`src/rtl/vga_timing_ctrl.sv`:
```
// VGA raster timing generator: waits for PLL lock plus enable, then produces registered
// sync/blank/coordinate outputs; a graceful stop finishes the current frame, while lock loss stops at once.
module vga_timing_ctrl #(
  parameter int H_VISIBLE  = 640,
  parameter int H_FRONT    = 16,
  parameter int H_SYNC     = 96,
  parameter int H_BACK     = 48,
  parameter int V_VISIBLE  = 480,
  parameter int V_FRONT    = 10,
  parameter int V_SYNC     = 2,
  parameter int V_BACK     = 33,
  parameter bit SYNC_POL   = 1'b0,
  parameter int LOCK_DELAY = 16
) (
  input  logic        CLK,
  input  logic        RST,
  input  logic        locked,
  input  logic        enable,
  output logic        HSYNC,
  output logic        VSYNC,
  output logic        video_active,
  output logic [10:0] pixel_x,
  output logic [10:0] pixel_y,
  output logic        line_start,
  output logic        frame_start,
  output logic        running
);

  localparam int H_TOTAL = H_VISIBLE + H_FRONT + H_SYNC + H_BACK;
  localparam int V_TOTAL = V_VISIBLE + V_FRONT + V_SYNC + V_BACK;
  localparam int SW      = (LOCK_DELAY > 1) ? $clog2(LOCK_DELAY) : 1;

  localparam logic [10:0] H_LAST   = 11'(H_TOTAL - 1);
  localparam logic [10:0] V_LAST   = 11'(V_TOTAL - 1);
  localparam logic [10:0] H_VIS    = 11'(H_VISIBLE);
  localparam logic [10:0] V_VIS    = 11'(V_VISIBLE);
  localparam logic [10:0] HS_START = 11'(H_VISIBLE + H_FRONT);
  localparam logic [10:0] HS_END   = 11'(H_VISIBLE + H_FRONT + H_SYNC);
  localparam logic [10:0] VS_START = 11'(V_VISIBLE + V_FRONT);
  localparam logic [10:0] VS_END   = 11'(V_VISIBLE + V_FRONT + V_SYNC);
  localparam logic [SW-1:0] SETTLE_LAST = SW'(LOCK_DELAY - 1);

  typedef enum logic [1:0] {S_IDLE, S_SETTLE, S_RUN, S_DRAIN} state_t;

  state_t        state, state_nxt;
  logic [SW-1:0] settle_cnt, settle_nxt;
  logic [10:0]   x_nxt, y_nxt, x_adv, y_adv;
  logic          qual, eol, eof, run_nxt;

  always_comb begin
    state_nxt  = state;
    settle_nxt = '0;
    x_nxt      = '0;
    y_nxt      = '0;
    qual       = locked && enable;
    eol        = (pixel_x == H_LAST);
    eof        = eol && (pixel_y == V_LAST);
    x_adv      = eol ? 11'd0 : pixel_x + 11'd1;
    y_adv      = eol ? (eof ? 11'd0 : pixel_y + 11'd1) : pixel_y;

    case (state)
      S_IDLE: begin
        if (qual) state_nxt = S_SETTLE;
      end
      S_SETTLE: begin
        if (!qual)
          state_nxt = S_IDLE;
        else if (settle_cnt == SETTLE_LAST)
          state_nxt = S_RUN;
        else
          settle_nxt = settle_cnt + 1'b1;
      end
      S_RUN, S_DRAIN: begin
        // Stopping on the last pixel of a frame never starts another one.
        if (!locked || (!enable && eof)) begin
          state_nxt = S_IDLE;
        end else begin
          x_nxt     = x_adv;
          y_nxt     = y_adv;
          state_nxt = enable ? S_RUN : S_DRAIN;
        end
      end
      default: state_nxt = S_IDLE;
    endcase

    run_nxt = (state_nxt == S_RUN) || (state_nxt == S_DRAIN);
  end

  // Outputs are decoded from the next coordinates so they register together.
  always_ff @(posedge CLK) begin
    if (RST) begin
      state        <= S_IDLE;
      settle_cnt   <= '0;
      pixel_x      <= '0;
      pixel_y      <= '0;
      HSYNC        <= ~SYNC_POL;
      VSYNC        <= ~SYNC_POL;
      video_active <= 1'b0;
      line_start   <= 1'b0;
      frame_start  <= 1'b0;
      running      <= 1'b0;
    end else begin
      state        <= state_nxt;
      settle_cnt   <= settle_nxt;
      pixel_x      <= x_nxt;
      pixel_y      <= y_nxt;
      HSYNC        <= (run_nxt && x_nxt >= HS_START && x_nxt < HS_END) ? SYNC_POL : ~SYNC_POL;
      VSYNC        <= (run_nxt && y_nxt >= VS_START && y_nxt < VS_END) ? SYNC_POL : ~SYNC_POL;
      video_active <= run_nxt && (x_nxt < H_VIS) && (y_nxt < V_VIS);
      line_start   <= run_nxt && (x_nxt == 11'd0);
      frame_start  <= run_nxt && (x_nxt == 11'd0) && (y_nxt == 11'd0);
      running      <= run_nxt;
    end
  end

endmodule
```
`config.mk`:
```
export PLATFORM = sky130hd
export DESIGN_NAME = vga_timing_ctrl
export DESIGN_NICKNAME = d
export VERILOG_FILES = /design/src/rtl/vga_timing_ctrl.sv
export SDC_FILE = /design/constraint.sdc
export NUM_CORES = 1
export LEC_CHECK = 0
export CAP_MARGIN = 5
export CORE_AREA = 2 2 62 64
export CTS_BUF_LIST = sky130_fd_sc_hd__clkbuf_8 sky130_fd_sc_hd__clkbuf_16
export DETAILED_ROUTE_END_ITERATION = 10
export DIE_AREA = 0 0 64 66
export DONT_BUFFER_PORTS = 1
export GPL_TIMING_DRIVEN = 0
export PLACE_DENSITY = 0.71
export SLEW_MARGIN = 20
export SYNTH_ARGS = -nofsm -noshare
export SYNTH_HDL_FRONTEND = slang
export SYNTH_SLANG_ARGS = --single-unit
```
`constraint.sdc`:
```
create_clock -name CLK -period 3.4 [get_ports CLK]
set_input_delay 0.51 -clock CLK [delete_from_list [all_inputs] [get_ports CLK]]
set_output_delay 0.51 -clock CLK [all_outputs]
set_load 0.005 [all_outputs]
```
==> Yosys cells after proc, flatten, opt, wreduce, memory -nomap -nowiden <==
Index checks and enable logic that the tools add are counted.
{ "totals": {"ff_bits": 34, "latch_bits": 0, "ramBits": 0, "mem_bits_ro": 0, "input_bits": 4, "out_inout_bits": 28, "wordCells": 64, "n_memories": 0} }
{ "classes": {"addsub": 3, "n_mul": 0, "n_div": 0, "order_cmp": 6, "n_eq_ne": 8, "n_shift": 0, "mux": 15, "bitwise": 2, "n_reduce_logical": 20} }
{ "op_table": {"columns": ["cell", "count"], "rows": [
  ["two-way mux 11 bit", 7],
  ["adder 11 x 1 -> 11 bit, second input constant", 2],
  ["== test 11 x 10 -> 1 bit, second input constant", 2],
  ["logical NOT 11 bit", 2],
  ["less-than comparator 11 x 10 -> 1 bit, second input constant", 2],
  ["less-than comparator 11 x 9 -> 1 bit, second input constant", 2],
  ["greater-or-equal comparator 11 x 10 -> 1 bit, second input constant", 1],
  ["greater-or-equal comparator 11 x 9 -> 1 bit, second input constant", 1],
  ["logical AND 1 bit", 11],
  ["== test 2 bit, second input constant", 4],
  ["two-way mux 2 bit", 4],
  ["one-hot mux 2 bit (3 select lines)", 1],
  ["adder 4 x 1 -> 4 bit, second input constant", 1],
  ["== test 4 bit, second input constant", 1],
  ["OR reduction 4 bit", 1],
  ["two-way mux 1 bit", 3],
  ["== test 2 x 1 -> 1 bit, second input constant", 1],
  ["logical NOT 1 bit", 2],
  ["logical NOT 2 bit", 1],
  ["logical OR 1 bit", 2],
  ["inverter 1 bit", 2],
  ["OR reduction 2 bit", 1]
]} }

==> Longest topological paths before layout <==
{ "depth": {"ltp_word": 11, "mapped_depth": 9, "ltp_nobuf": 8} }

==> Worst setup path after synthesis <==
Ideal clock, no wire load.
{ "synth_timing": {"kind": "flip-flop to flip-flop", "from": "register pixel_x[1]", "to": "register video_active", "t_arrival_ps": 2055, "required_time_ps": 3284, "slack_ps": 1229, "stages_incl_launch_ff": 9, "path_buffers": 1, "synth_period_minus_slack_ps": 2171, "cell_sequence": "dfxtp_1 > ha_1 > and3_1 > buf_6 > nand4_4 > mux2i_1 > or3_1 > nor4_1 > and3b_1"} }
{ "synth_via": {"elab_chain_cells": 10, "elab_cells_between_ends": 21, "cone_classes": "add/sub: 1; order compare: 2; eq/ne: 3; mux: 9; reduce/logical: 6"} }
{ "synth_lines": {"columns": ["element", "line_no", "source"], "rows": [
  ["from (decl)", "22", "output logic [10:0] pixel_x,"],
  ["from (signal assigned)", "105", "pixel_x <= x_nxt;"],
  ["parallel branches: the longest is 9 deep, another holds adder 11 x 1 -> 11 bit", null, null],
  ["logical AND 1 bit (*)", "109", "video_active <= run_nxt && (x_nxt < H_VIS) && (y_nxt < V_VIS);"],
  ["to (signal assigned)", "109", null],
  ["to (decl)", "21", "output logic video_active,"]
]} }
Every way passes the cells marked *.
A chain may end at the register's enable or synchronous reset.

==> Worst setup path in the final report <==
Ends and elaborated chain as after synthesis.

==> flow_metrics.py <==
metrics = {
    "placed_design": {
        "place.gp.congestion": 0.9173,
        "pre_cts_slack_ns": 0.9290,
        "dp_hpwl_mm": 3.068,
        "place_area_sq_um": 2018,
        "post-place-cells": 279,
        "portBuffers": 0,
    },
    "yosys": {
        "seq_area_frac_synth": 0.3476,
        "ys_warn_count": 0,
        "synth_top_area_share": 0.3476,
        "syn_inst": 231,
        "synth.cell_area_sq_um": 1958,
        "ys_ff_latch": 34,
        "synth_area_leader_cell": "dfxtp_1",
        "synth_area_leaders": "dfxtp_1 (35%), xnor2_1 (7.2%), nor2_1 (6.9%)",
        "avgSynthCellArea_sq_um": 8.477,
        "synthArstFlopShare": 0,
        "synthFlopType": "dfxtp_1",
        "synthDistinctLibCells": 49,
        "synth_nets": 239,
        "synth_edf_count": 0,
    },
    "timing": {
        "rsz0062_at_grt": "no",
        "hold_ws_ns": 0.3827,
        "period_needed_ns": 2.556,
        "fin_crit_sh": 0.7517,
        "tightest_slew_ns": 0.6707,
        "max_freq_ghz": 0.3913,
        "slew_headroom": 0.5470,
        "worst_slack_ns": 0.8442,
        "drv_slew": 0,
        "setup_tns_ns": 0,
        "setup_viol_count_final": 0,
        "clock_skew_ns": 0.01037,
        "finalHoldViolations": 0,
    },
    "cells_and_area": {
        "drive_gt1_frac": 0.1055,
        "nets": 246,
        "antenna_cells": 0,
        "register_area_sq_um": 680.7,
        "utilization": 0.5916,
        "area_growth_pct": 7.284,
        "n_fill_cell": 326,
        "multiInputGateArea_sq_um": 1152,
        "fin_cells": 285,
        "stdcell_area_sq_um": 2101,
        "final_common_cell": "nor2_1",
        "final_cell_mix": "nor2_1 (36), dfxtp_1 (34), xnor2_1 (16)",
    },
    "power_and_ir_drop": {
        "power.internal_mw": 0.5564,
        "powerDensity_nw_per_um2": 330.1,
        "p_seq_frac": 0.576,
        "p_clk_frac": 0.419,
        "p_switching_mw": 0.1371,
        "p_comb_frac": 0.006,
        "irDropWorstVdd_v": 0.0002388,
        "swShare": 0.1977,
        "power.total_mw": 0.6935,
        "leakage_nw": 0.7558,
    },
    "worst_setup_path": {
        "cp-start-kind": "flop",
        "setup.worst_path.end_class": "flop",
        "r2r_slack_ns": 0.84,
        "crit_type": "flop to flop",
        "critical_path_required_ns": 3.57,
        "crit_arrival_ns": 2.73,
        "crit_fanout": 8,
    },
    "global_route": {
        "grt_busiest_layer": "met2",
        "track_usage": 0.2180,
        "grt_first_pass_wirelength_mm": 7.196,
        "grt_pass1_vias": 1605,
        "grt_max_degree": 11,
        "gr-usage-met3": 0.06474,
        "antenna_found_initial": 0,
        "use_met1": 0.2605,
        "met2_usage": 0.3620,
        "overflow": 0,
    },
    "clocking": {
        "clock_path_buffers": 2,
        "cts_tree": "done",
        "cts.sinks": 34,
        "cts_root_buffer": "clkbuf_8",
        "numCtsBuffers": 5,
        "clk_pin_slew_ns": 0.07,
        "cts_hold_buf": 0,
        "insertion_delay_ns": 0.28,
        "cts_resized": 0,
        "htreeDepth": 2,
        "cts_setup_buffers": 0,
    },
    "drt": {
        "drc_errors": 0,
        "drt_first_iter_violations": 126,
        "wl_mm": 4.135,
        "num_vias": 1629,
        "antenna_left": 0,
        "dr.pass1.iters": 4,
        "wl_per_cell_microns": 14.51,
        "vias_per_cell": 5.716,
    },
    "min_path": {
        "worst_hold_path_type": "primary input to flop",
    },
    "die": {
        "die_w_microns": 64,
        "ios": 32,
        "die_area_sq_um": 4224,
        "fp.dieH_microns": 66,
        "coreArea_sq_um": 3551,
        "rows": 22,
        "start_util": 0.5514,
    },
    "flow_run": {
        "cap_violations": 0,
    },
    "status": {
        "status": "complete, no violations",
    },
}
[power by group through the flow]
stage,Combinational [mW],Sequential (mW),Clock [mW]
finish,0.00409,0.399,0.290
floorplan,0.00330,0.408,0
CTS,0.00414,0.399,0.303
global route,0.00457,0.399,0.314
global placement,0.00413,0.408,0
detailed placement,0.00409,0.408,0
[layer usage]
layer  routed length (microns)  part of all wire
met2                      2011              0.49
met3                       207             0.050
met5                         0                 0
met1                      1850              0.45
met4                        66             0.016
[registers in the layout, indices dropped and copies added (netlist names), 2 cells and up]
| name | flops |
|---|---|
| settle_cnt | 4 |
| pixel_x | 11 |
| state | 2 |
| pixel_y | 11 |
[synth_stat cells (2+ instances only)]
cell,instances
a211o_1,2
a21oi_1,9
a31oi_1,2
and2_1,5
and3_1,5
and4_1,4
buf_2,7
buf_4,2
buf_6,3
clkbuf_1,2
dfxtp_1,34
ha_1,4
inv_1,9
mux2i_1,2
nand2_1,7
nand2b_1,2
nand3_1,13
nand4_1,11
nor2_1,36
nor2b_1,3
nor3_1,8
nor4_1,3
o211a_1,2
o21ai_0,4
o311ai_0,2
o31ai_1,2
o41ai_1,2
or3_1,3
xnor2_1,16
xor2_1,8
[area by class of cell]
type                    instances  share of cell area
well taps                      48             0.02859
flip-flops and latches         34              0.3240
inverters                       9             0.01608
clock buffers                   6             0.03931
plain buffers                  14             0.04348
multi-input cells             174              0.5485
[kinds of logic (layout without fill, tap and decap cells)]
family | count (synthesis) | after routing | synth area share
and+or+nand+nor | 110 | 110 | 0.3176
AOI/OAI and AO/OA | 34 | 34 | 0.1278
buffers and inverters | 23 | 29 | 0.06389
muxes | 2 | 2 | 0.01022
DFF | 34 | 34 | 0.3476
adders and majority gates | 4 | 4 | 0.02556
xor gates and xnor gates | 24 | 24 | 0.1073
[critical path: stages (launching register included)]
cell and delay, ns:
dfxtp_1 0.45, ha_1 0.33, and3_1 0.22, buf_6 0.13, nand4_4 0.16, mux2i_1 0.16
or3_1 0.35, nor4_1 0.42, and3b_1 0.23
[path summary, 6_finish.rpt]
check	from	end	depth (start not counted)
min reg2reg	settle_cnt[0]	settle_cnt[0]	1
max	pixel_x[1]	video_active	8
min	enable	state[0]	2
max reg2reg	pixel_x[1]	video_active	8
(Power assumes the default switching activity.)
